File: src/rtl/load_store_queue_pkg.sv
// Shared types and field widths for the load/store queue.
package load_store_queue_pkg;

  typedef enum logic [1:0] {
    IDLE    = 2'd0,
    LD_WAIT = 2'd1,
    ST_WAIT = 2'd2,
    LD_DROP = 2'd3
  } lsq_state_e;

  localparam int ADDR_W = 32;
  localparam int DATA_W = 32;
  localparam int DEST_W = 6;

  // Entry packing, LSB first: type(1) | rob | addr | data | dest
  localparam int TYPE_OFS = 0;
  localparam int ROB_OFS  = 1;

  function automatic int entry_w(input int robw);
    return 1 + robw + ADDR_W + DATA_W + DEST_W;
  endfunction

endpackage

File: src/rtl/load_store_queue_fifo_mem.sv
// Entry storage: one write port at the tail, async read at the head.
module lsq_fifo_mem #(
  parameter int DEPTH = 8,
  parameter int PTRW  = 3,
  parameter int W     = 77
) (
  input  logic            CLK,
  input  logic            we,
  input  logic [PTRW-1:0] waddr,
  input  logic [W-1:0]    wdata,
  input  logic [PTRW-1:0] raddr,
  output logic [W-1:0]    rdata
);

  logic [W-1:0] mem [DEPTH];

  // Write the enqueued entry into the tail slot.
  always_ff @(posedge CLK) begin
    if (we) mem[waddr] <= wdata;
  end

  assign rdata = mem[raddr];

endmodule

File: src/rtl/load_store_queue.sv
// In-order load/store queue: enqueue from Execute, one outstanding memory
// access at a time, load results forwarded back, stores issued only at commit.
module load_store_queue
  import load_store_queue_pkg::*;
#(
  parameter int ROBWIDTH = 6,
  parameter int DEPTH    = 8,
  parameter int PTRW     = 3
) (
  input  logic                CLK,
  input  logic                RESET,
  input  logic                FREEZE,
  input  logic                flush,
  input  logic                enq_valid,
  input  logic                enq_is_load,
  input  logic [ROBWIDTH-1:0] enq_rob,
  input  logic [ADDR_W-1:0]   enq_addr,
  input  logic [DATA_W-1:0]   enq_wdata,
  input  logic [DEST_W-1:0]   enq_dest,
  input  logic                commit_valid,
  input  logic [ROBWIDTH-1:0] commit_rob,
  output logic                mem_req,
  output logic                mem_we,
  output logic [ADDR_W-1:0]   mem_addr,
  output logic [DATA_W-1:0]   mem_wdata,
  input  logic                mem_ack,
  input  logic [DATA_W-1:0]   mem_rdata,
  output logic [DATA_W-1:0]   LS_fwd_data_COM,
  output logic [DEST_W-1:0]   LS_fwd_reg_COM,
  output logic                LS_fwd_data_COM_flag,
  output logic [ROBWIDTH-1:0] ld_rob_out,
  output logic                store_done,
  output logic [ROBWIDTH-1:0] store_done_rob,
  output logic                lsq_full,
  output logic                lsq_empty
);

  typedef struct packed {
    logic [DEST_W-1:0]   dest;
    logic [DATA_W-1:0]   data;
    logic [ADDR_W-1:0]   addr;
    logic [ROBWIDTH-1:0] rob;
    logic                is_load;
  } entry_t;

  localparam int             EW       = entry_w(ROBWIDTH);
  localparam logic [PTRW:0]  FULL_CNT = (PTRW+1)'(DEPTH);

  lsq_state_e          state, state_nxt;
  logic [PTRW-1:0]     head, tail;
  logic [PTRW:0]       count;
  entry_t              head_e, enq_e;
  logic                enq_fire, ack_ok, pop, issue_ld, issue_st;
  logic                ld_ret, st_ret, st_orphan;
  logic [ROBWIDTH-1:0] req_rob;
  logic [DEST_W-1:0]   req_dest;

  assign lsq_full  = (count == FULL_CNT);
  assign lsq_empty = (count == '0);
  assign mem_req   = (state != IDLE);
  assign ack_ok    = mem_ack & mem_req;
  assign enq_fire  = enq_valid & ~FREEZE & ~flush & ~lsq_full;
  assign enq_e     = '{dest: enq_dest, data: enq_wdata, addr: enq_addr,
                       rob: enq_rob, is_load: enq_is_load};

  lsq_fifo_mem #(.DEPTH(DEPTH), .PTRW(PTRW), .W(EW)) u_mem (
    .CLK   (CLK),
    .we    (enq_fire),
    .waddr (tail),
    .wdata (enq_e),
    .raddr (head),
    .rdata (head_e)
  );

  // State register.
  always_ff @(posedge CLK or negedge RESET) begin
    if (!RESET) state <= IDLE;
    else        state <= state_nxt;
  end

  // Next state, issue decisions and pop. A flush that lands on the same
  // edge as a load ack finishes the access and drops the data.
  always_comb begin
    state_nxt = state;
    issue_ld  = 1'b0;
    issue_st  = 1'b0;
    case (state)
      IDLE: if (!flush && !lsq_empty) begin
        if (head_e.is_load) begin
          issue_ld  = 1'b1;
          state_nxt = LD_WAIT;
        end else if (commit_valid && commit_rob == head_e.rob) begin
          issue_st  = 1'b1;
          state_nxt = ST_WAIT;
        end
      end
      LD_WAIT: if (ack_ok) state_nxt = IDLE;
               else if (flush) state_nxt = LD_DROP;
      ST_WAIT: if (ack_ok) state_nxt = IDLE;
      LD_DROP: if (ack_ok) state_nxt = IDLE;
      default: state_nxt = IDLE;
    endcase
    ld_ret = ack_ok && state == LD_WAIT && !flush;
    st_ret = ack_ok && state == ST_WAIT;
    // A store whose entry was flushed away must not pop a newer entry.
    pop    = ack_ok && !flush &&
             (state == LD_WAIT || (state == ST_WAIT && !st_orphan));
  end

  // Head/tail/count; flush wins over enqueue and pop.
  always_ff @(posedge CLK or negedge RESET) begin
    if (!RESET) begin
      head  <= '0;
      tail  <= '0;
      count <= '0;
    end else if (flush) begin
      head  <= '0;
      tail  <= '0;
      count <= '0;
    end else begin
      if (enq_fire) tail <= tail + PTRW'(1);
      if (pop)      head <= head + PTRW'(1);
      case ({enq_fire, pop})
        2'b10:   count <= count + (PTRW+1)'(1);
        2'b01:   count <= count - (PTRW+1)'(1);
        default: count <= count;
      endcase
    end
  end

  // Request fields latched at issue and held while mem_req is up.
  always_ff @(posedge CLK or negedge RESET) begin
    if (!RESET) begin
      mem_we    <= 1'b0;
      mem_addr  <= '0;
      mem_wdata <= '0;
      req_rob   <= '0;
      req_dest  <= '0;
      st_orphan <= 1'b0;
    end else begin
      if (issue_ld || issue_st) begin
        mem_we    <= issue_st;
        mem_addr  <= head_e.addr;
        mem_wdata <= head_e.data;
        req_rob   <= head_e.rob;
        req_dest  <= head_e.dest;
      end
      if (issue_st)                        st_orphan <= 1'b0;
      else if (flush && state == ST_WAIT)  st_orphan <= 1'b1;
    end
  end

  // Completion outputs: one-cycle load forward and store-done pulses.
  always_ff @(posedge CLK or negedge RESET) begin
    if (!RESET) begin
      LS_fwd_data_COM      <= '0;
      LS_fwd_reg_COM       <= '0;
      LS_fwd_data_COM_flag <= 1'b0;
      ld_rob_out           <= '0;
      store_done           <= 1'b0;
      store_done_rob       <= '0;
    end else begin
      LS_fwd_data_COM_flag <= ld_ret;
      store_done           <= st_ret;
      if (ld_ret) begin
        LS_fwd_data_COM <= mem_rdata;
        LS_fwd_reg_COM  <= req_dest;
        ld_rob_out      <= req_rob;
      end
      if (st_ret) store_done_rob <= req_rob;
    end
  end

endmodule
File: config.mk
export PLATFORM = sky130hd
export DESIGN_NAME = load_store_queue
export DESIGN_NICKNAME = d
export VERILOG_FILES = /design/src/rtl/load_store_queue_pkg.sv /design/src/rtl/load_store_queue_fifo_mem.sv /design/src/rtl/load_store_queue.sv
export SDC_FILE = /design/constraint.sdc
export NUM_CORES = 1
export LEC_CHECK = 0
export CAP_MARGIN = 20
export CORE_MARGIN = 2
export CORE_UTILIZATION = 45
export DETAILED_ROUTE_END_ITERATION = 8
export MAX_ROUTING_LAYER = met4
export SYNTH_ARGS = -nofsm -noshare
export SYNTH_HDL_FRONTEND = slang
export SYNTH_HIERARCHICAL = 1
export SYNTH_SLANG_ARGS = --single-unit
export TNS_END_PERCENT = 1
File: constraint.sdc
create_clock -name CLK -period 11.5 [get_ports CLK]
set_input_delay 2.3 -clock CLK [delete_from_list [all_inputs] [get_ports CLK]]
set_output_delay 2.3 -clock CLK [all_outputs]
set_load 0.01 [all_outputs]
### After elaboration in Yosys (flattened, before gate mapping)

Memories as Yosys holds them, arrays and structs flattened.
Cells that the tools add are included.
Widths: inputs -> output; s select.

| word-level totals | value |
|---|---|
| output and inout bits | 120 |
| input port bits | 122 |
| bits in writable memories | 616 |
| register bits after elaboration | 142 |
| memories kept | 1 |

Memory list:

| memory | depth | bits a word | read ports | clocked after memory_dff | write ports | RTL line | RTL |
|---|---|---|---|---|---|---|---|
| u_mem.mem | 8 | 77 | 1 | 0 | 1 | load_store_queue_fifo_mem.sv:15 | `logic [W-1:0] mem [DEPTH];` |

| cells by class | value |
|---|---|
| equality and inequality tests | 11 |
| multiplexer cells | 24 |
| bitwise operators | 7 |
| reduce and logical (&&, ||, !) cells | 23 |
| add/sub/neg operators | 4 |

Operator list:

| cell | number |
|---|---|
| $mux 2 | 6 |
| $mux 3 | 4 |
| $mux 1 | 11 |
| $logic_and 1x1->1 | 9 |
| $pmux 4 s2 | 1 |
| $reduce_bool 2->1 | 4 |
| $add 3x1->3 const B | 2 |
| $eq 2x2->1 const B | 3 |
| $eq 6x6->1 | 1 |
| $ne 3x3->1 const B | 2 |
| $pmux 2 s3 | 1 |
| $add 4x1->4 const B | 1 |
| $and 1x1->1 | 4 |
| $eq 2x1->1 const B | 2 |
| $eq 4x4->1 const B | 1 |
| $logic_not 4->1 | 1 |
| $mux 4 | 1 |
| $reduce_and 4->1 | 1 |
| $sub 4x1->4 const B | 1 |
| $logic_not 1->1 | 3 |
| $not 1->1 | 3 |
| $reduce_bool 3->1 | 1 |
| $logic_not 2->1 | 1 |
| $logic_or 1x1->1 | 2 |
| 3 further kinds | 3 |

### Longest topological paths before layout

Gate-level depths: netlist of run 1.
An unclocked memory read counts as a cell.

| logic depth | value |
|---|---|
| depth in word-level cells | 8 |
| gate-level depth with buffers | 11 |

### By module

The synthesis of run 1 kept the hierarchy.

By module, submodules not included:

| module | cells each | times used | area each (µm²) | seq. area each (µm²) |
|---|---|---|---|---|
| lsq_fifo_mem | 903 | 1 | 23426.2 | 18497.7 |
| load_store_queue | 357 | 1 | 5770.5 | 3553.4 |

### Worst setup path before layout of run 1

Ideal clock, no wire load.

| path | value |
|---|---|
| path type | input to register |
| start | input flush |
| end | memory u_mem.mem[4][0], enable pin |
| arrival time | 8.472 ns |
| data required time | 10.893 ns |
| setup slack | 2.421 ns |
| buffers on the path | 1 |
| cell stages on the path | 4 |
| cell sequence | clkbuf_1 -> nor4b_1 -> nand2_1 -> nor3_1 |

| between the ends | value |
|---|---|
| cells in the longest elaborated chain, start to end | 5 |

Ends and longest elaborated chain:

| what | RTL line | RTL |
|---|---|---|
| start: declaration | load_store_queue.sv:13 | `input logic flush,` |
| $not 1->1 | load_store_queue.sv:62 | `assign enq_fire = enq_valid & ~FREEZE & ~flush & ~lsq_full;` |
| $and 1x1->1 (2 in a row) | load_store_queue.sv:62 |  |
| named net enq_fire | load_store_queue.sv:53 | `logic enq_fire, ack_ok, pop, issue_ld, issue_st;` |
| $mux 1 | load_store_queue_fifo_mem.sv:19 | `if (we) mem[waddr] <= wdata;` |
| $mux 1 (implied by the code) | load_store_queue_fifo_mem.sv:19 |  |
| end: declaration | load_store_queue_fifo_mem.sv:15 |  |

The timed path passes the listed nets, and every way through them passes these cells.

### Worst setup path after layout of run 1

| path | value |
|---|---|
| start | input flush |
| end | memory u_mem.mem[1][28], enable pin |

The elaborated chain is that of the path after synthesis.

==> metrics, run 1 <==
WHS Path Cells=1; post-CTS sizing=0; Final GP Congestion=0.7336; leak pwr=roughly 12 nW; CTS tree=built; Net Count, Synth=between 1,000 and 1,500; dpl hpwl=about 33,000 um; Die Y-Extent=about 260 um; sequential area share after synthesis=about three quarters; Worst path slowest cell=clkdlybuf4s50_1; antenna-violating nets left=0; footprint of the multi-input gates=between 6000 and 7000 um2; Finished Layout Cells=2,473; worst vdd ir=about 130 uV; # DRC=0; dpl cells=2,320; syn avg cell area=between 20 and 25 um2; Slew @ Worst Pin=1.019 ns; crit-path cells=clkdlybuf4s50_1, nor4b_1, buf_2, nand2b_1, nor2_4, buf_4, buf_4; CTS Sinks=758; share of the synthesized area in the top cell type=63.36%; Post-synth EDFFs=616; Post-Route WL=58,300 um; RR Endpoint=mem_wdata[7]; Top Ports=242; setup repair bufs after CTS=0; GRT overflow=0; Via density=5.310; final setup vio count=0; Inserted Clock Buffers=79; # rows=slightly above 90; Max Slew Vio Count=0; most frequently used flop master after synthesis=edfxtp_1; clock skew=0.02839 ns; pre-CTS setup slack=5.293 ns; Unique masters post-synth=42; Peak Freq=around 180 MHz; fin crit period=5.587 ns; number of filler cells placed in the layout=4,848; worst setup margin=5.913 ns; Largest delay share family, worst path=buffers and inverters; cells on worst reg2reg path=10; worst path required time=roughly 12 ns; kind of critical path=input port to flip-flop; vias in the first global route=13,951; CP Max Fanout=37; hold crit path type=flip-flop to flip-flop; total of max-cap violations=0; ratio of cells with drive above 1 in the final layout=32.67%; area leader, netlist=edfxtp_1; Tcrit/Tclk final=around half; status=finished, final reports clean; Hold EP=mem_wdata[5]; pin count of the biggest net entering global routing=114; PortBufs=241; Die Width=258.7 um; clock transition at the registers of the reported paths=0.06 ns; 1st-iter DRT viols=1,079; Post-Syn Area=just under 30,000 um2; worst reg2reg setup slack=6.28 ns; first-pass GRT wire length=89,050 um; Fin. Hold Viols=0; Sum Neg Setup Slack=0 ns; die area=approximately 67,000 um2; Mapped Cells=1,260; routed vias=around 13,000; GRT Total Usage=a little under a fifth; most frequent cells in the layout=616 x edfxtp_1, 240 x clkdlybuf4s50_1, 154 x mux4_2; Seq cells post-synth=about 760; max incr delay on CP=a little under 0.8 ns; WP buf/inv=4; Worst Setup Start Kind=input port; asr flop ratio synth=18.73%; hold_buf cts=0; reg2reg start=head[0]; min-delay src=mem_wdata[5]; Initial Util=45.37%; WP data arrival=5.81 ns; Clock Path Buffers=3; most numerous cell on the critical path=buf_4; synth-to-layout area growth=20.50%; power density cells=200.3 nW/um2; drt wl/cell=23.57 um; RSZ-0062 raised after global routing=no; Ys Warns=6; Reg area=22,060 um2; Rel. slew slack=32.06%; H-tree levels=3; initial antenna violation count=8; Placeable Area=64,350 um2; top post-synthesis cells by area=edfxtp_1 63%, dfrtp_1 12%, mux4_2 12%; root buf cell=clkbuf_16; clk_lat worst skew=0.62 ns; commonest non-fill, non-tap cell in the layout=edfxtp_1; Pre-antenna DRT Iters=5; Total Nets Final=1,674; crit end category=flip-flop
[kinds of logic (layout without fill, tap and decap cells)]
| kind of cell | Yosys count | count (layout) | synth area share [%] |
|---|---|---|---|
| AO/OA/AOI/OAI | 14 | 14 | 0.3086 |
| XOR/XNOR | 11 | 11 | 0.3300 |
| adder cells (fa/ha/maj) | 5 | 5 | 0.2400 |
| buffers and inverters | 62 | 412 | 1.461 |
| flip-flops | 758 | 758 | 75.53 |
| multiplexers | 361 | 361 | 21.15 |
| other | 0 | 8 | 0 |
| AND/OR/NAND/NOR | 49 | 49 | 0.9856 |
[power by group]
part	total, mW	switching (mW)	internal [mW]	leakage [nW]
clock network	2.55	1.03	1.52	1.29
registers	3.37	0.153	3.21	7.28
logic	1.13	0.403	0.725	3.29
total	7.05	1.58	5.46	11.9
[synth_stat cells (all sizes together) (2+ instances only)]
library cell,n
mux2,204
nor4,2
buf,44
a21oi,3
xnor2,8
nor3b,3
nor4b,2
o21ai,6
dfrtp,142
nand2b,3
xor2,3
nand2,7
mux4,154
nor3,4
edfxtp,616
inv,4
mux2i,3
clkbuf,14
nor2,17
nor2b,4
ha,4
nand3b,3
[flip-flops by register name, summed over array words and instances (netlist names), 6 cells and up]
signal           flops
LS_fwd_data_COM     32
req_rob              6
mem_addr            32
ld_rob_out           6
req_dest             6
LS_fwd_reg_COM       6
store_done_rob       6
u_mem/mem          616
mem_wdata           32
[stage by stage]
step                      area, um2  power, mW  utilization [%]  hold WS (ns)
after floorplan               29200      3.971                -        0.4757
after global placement        32510      4.555            50.52        0.4894
after detailed placement      32520      4.573            50.54        0.4924
after CTS                     35140      7.147            54.61        0.5063
after global routing          35180      7.344            54.67        0.5175
final                         35180      7.048            54.67        0.5035
[cell type report]
cell class	count	area share (%)
clock inverter	47	1.373
multi-input combinational	440	19.28
inverter	4	0.04268
clock buffer	97	6.071
sequential	758	62.71
timing repair buffer	264	7.426
antenna	8	0.05690
tap	855	3.041
[worst max-delay path by stage]
| stage | start | end | slack (ns) | cells past startpoint |
|---|---|---|---|---|
| 2_1_floorplan | flush | u_mem/mem[4][0] | 2.42 | 4 |
| 3_3_place_gp | flush | u_mem/mem[0][27] | 4.05 | 6 |
| 3_5_place_dp | flush | u_mem/mem[1][30] | 5.29 | 7 |
| 4_1_cts | flush | u_mem/mem[1][29] | 5.93 | 7 |
| 5_1_grt | flush | u_mem/mem[1][28] | 5.67 | 7 |
| 6_report | flush | u_mem/mem[1][28] | 5.91 | 7 |
[per-layer routing]
| metal | vias up | part of all wire (%) | GRT usage, % |
|---|---|---|---|
| met3 | 80 | 5.7 | 3.854 |
| met4 | 0 | 1.6 | 4.721 |
| met1 | 6954 | 45 | 24.65 |
| met5 | - | 0 | - |
| met2 | 351 | 48 | 28.69 |
| li1 | 5746 | - | - |
No activity file was read; power rests on OpenSTA's default activity.
==> run 2: changes to the inputs <==
- PLACE_DENSITY: default -> 0.67
- clock period: 11.5 -> 4.6 ns (I/O delays scaled with it)
==> run 2 against run 1 <==
Non-clock buffer count is 9 higher; count of clock-buffer cells in the layout up 7; setup slack worse by 4.6 ns; first-iteration DRC count shrank 16%; routed wire length is 1.6% lower; register-to-register slack lost 5.0 ns; core utilization grew 0.27 points; via count rose by 0.42%; worst hold slack worse by 0.085 ns; cell count increased by 0.57%; clock skew is 0.0069 ns lower; flip-flop and latch count is the same; largest power group unchanged.
==> metrics, run 2 (same netlist as run 1, synthesis figures left out) <==
status=finished, final reports clean; Rel. slew slack=33.18%; power density cells=just under 500 nW/um2; origin of the worst setup path=head[0]; Total Nets Final=1,682; setup repair bufs after CTS=0; worst reg2reg setup slack=around 1.3 ns; die area=between 60,000 and 70,000 um2; crit end category=flip-flop; clock transition at the registers of the reported paths=~0.060 ns; PortBufs=about 240; antenna-violating nets left=0; fin crit period=approximately 3.3 ns; drt wl/cell=23.06 um; hold crit path type=input port to asynchronous set/reset pin; Total Power=17.45 mW; Final Cell Area=35,350 um2; WP data arrival=3.81 ns; Worst path slowest cell=dfrtp_4; dpl cells=2,330; GRT Total Usage=18.06%; Initial Util=45.37%; Peak Freq=300.7 MHz; initial antenna violation count=12; CP Capture Point=mem_addr[31]; Clock Path Buffers=3; vias in the first global route=14,143; dpl hpwl=33,710 um; Finished Layout Cells=2,487; pin count of the biggest net entering global routing=102; hold_buf cts=0; Biggest register=u_mem/mem; total of max-cap violations=0; 1st-iter DRT viols=between 900 and 1,000; Via density=5.302; Worst Setup Start Kind=flip-flop; Top Ports=242; worst path required time=5.08 ns; first-pass GRT wire length=88,230 um; Inserted Clock Buffers=78; ratio of cells with drive above 1 in the final layout=around 32%; worst vdd ir=252.2 uV; clk_lat worst skew=0.62 ns; routed vias=between 10,000 and 15,000; CP Max Fanout=76; Placeable Area=64,350 um2; crit-path cells=mux4_2, mux2_2, xnor2_1, nand3_1, nor4_4, o21ai_4, buf_12, mux2_4; Slew @ Worst Pin=between 1 and 1.5 ns; max incr delay on CP=0.75 ns; final core area utilization=between 50% and 60%; Max Slew Vio Count=0; # rows=93; placed instance area=32,770 um2; worst hold slack=around 0.42 ns; clock skew=between 0.02 and 0.025 ns; commonest non-fill, non-tap cell in the layout=edfxtp_1; kind of critical path=flip-flop to flip-flop; most frequent cells in the layout=616 x edfxtp_1, 240 x clkdlybuf4s50_1, 154 x mux4_2; GRT overflow=0; Pre-antenna DRT Iters=5; Tcrit/Tclk final=approximately 72%; # DRC=0; max reg flops=616; Post-Route WL=57,340 um; Final GP Congestion=about 0.76; Die Y-Extent=~260 um; leak pwr=11.88 nW; root buf cell=clkbuf_16; reg2reg start=head[0]; final setup vio count=0; CTS tree=built; RR Endpoint=mem_addr[31]; RSZ-0062 raised after global routing=no; CTS Sinks=758; H-tree levels=3; synth-to-layout area growth=21.08%; post-CTS sizing=0; Die Width=258.7 um; Fin. Hold Viols=0; cells on worst reg2reg path=8
run 2: layer usage:
layer | share of wire [%] | track usage, % | vias up
li1 | - | - | 5789
met3 | 6.3 | 4.059 | 78
met1 | 43 | 23.82 | 6962
met4 | 1.6 | 4.849 | 0
met5 | 0 | - | -
met2 | 49 | 28.55 | 357
run 2: worst min-delay path by stage:
stage | to | slack (ns) | cells past startpoint
2_1_floorplan | req_dest[0] | 0.48 | 1
3_3_place_gp | store_done_rob[1] | 0.49 | 1
3_5_place_dp | mem_we | 0.49 | 1
4_1_cts | mem_addr[0] | 0.45 | 1
5_1_grt | LS_fwd_data_COM[14] | 0.49 | 1
6_report | LS_fwd_data_COM[14] | 0.42 | 1
run 2: critical path: cells and delay by family (launching register included):
| kind | cells | cell delay, ns |
|---|---|---|
| compound gates | 1 | 0.09 |
| xor+xnor | 1 | 0.17 |
| buf+inv | 1 | 0.28 |
| flops | 1 | 0.75 |
| mux | 3 | 1.26 |
| simple gates | 2 | 0.57 |
run 2: power by group:
group | leakage, nW | total (mW) | internal, mW | switching (mW)
registers | 7.28 | 8.42 | 8.04 | 0.381
clock network | 1.24 | 6.20 | 3.63 | 2.57
logic | 3.36 | 2.84 | 1.82 | 1.02
run 2: layout make-up:
class / count / area (um2)
fill: 4798 / 29000
sequential: 758 / 22060
multi-input combinational: 440 / 6795
antenna: 13 / 32.53
timing repair buffer: 273 / 2829
clock inverter: 40 / 417.9
clock buffer: 104 / 2131
inverter: 4 / 15.01
tap: 855 / 1070
run 2: metrics by stage:
stage | setup TNS (ns) | setup slack, ns
after global placement | 0 | 1.044
after CTS | 0 | 1.241
after floorplan | -590.57 | -1.035
after detailed placement | 0 | 1.051
final | 0 | 1.274
after global routing | 0 | 1.083
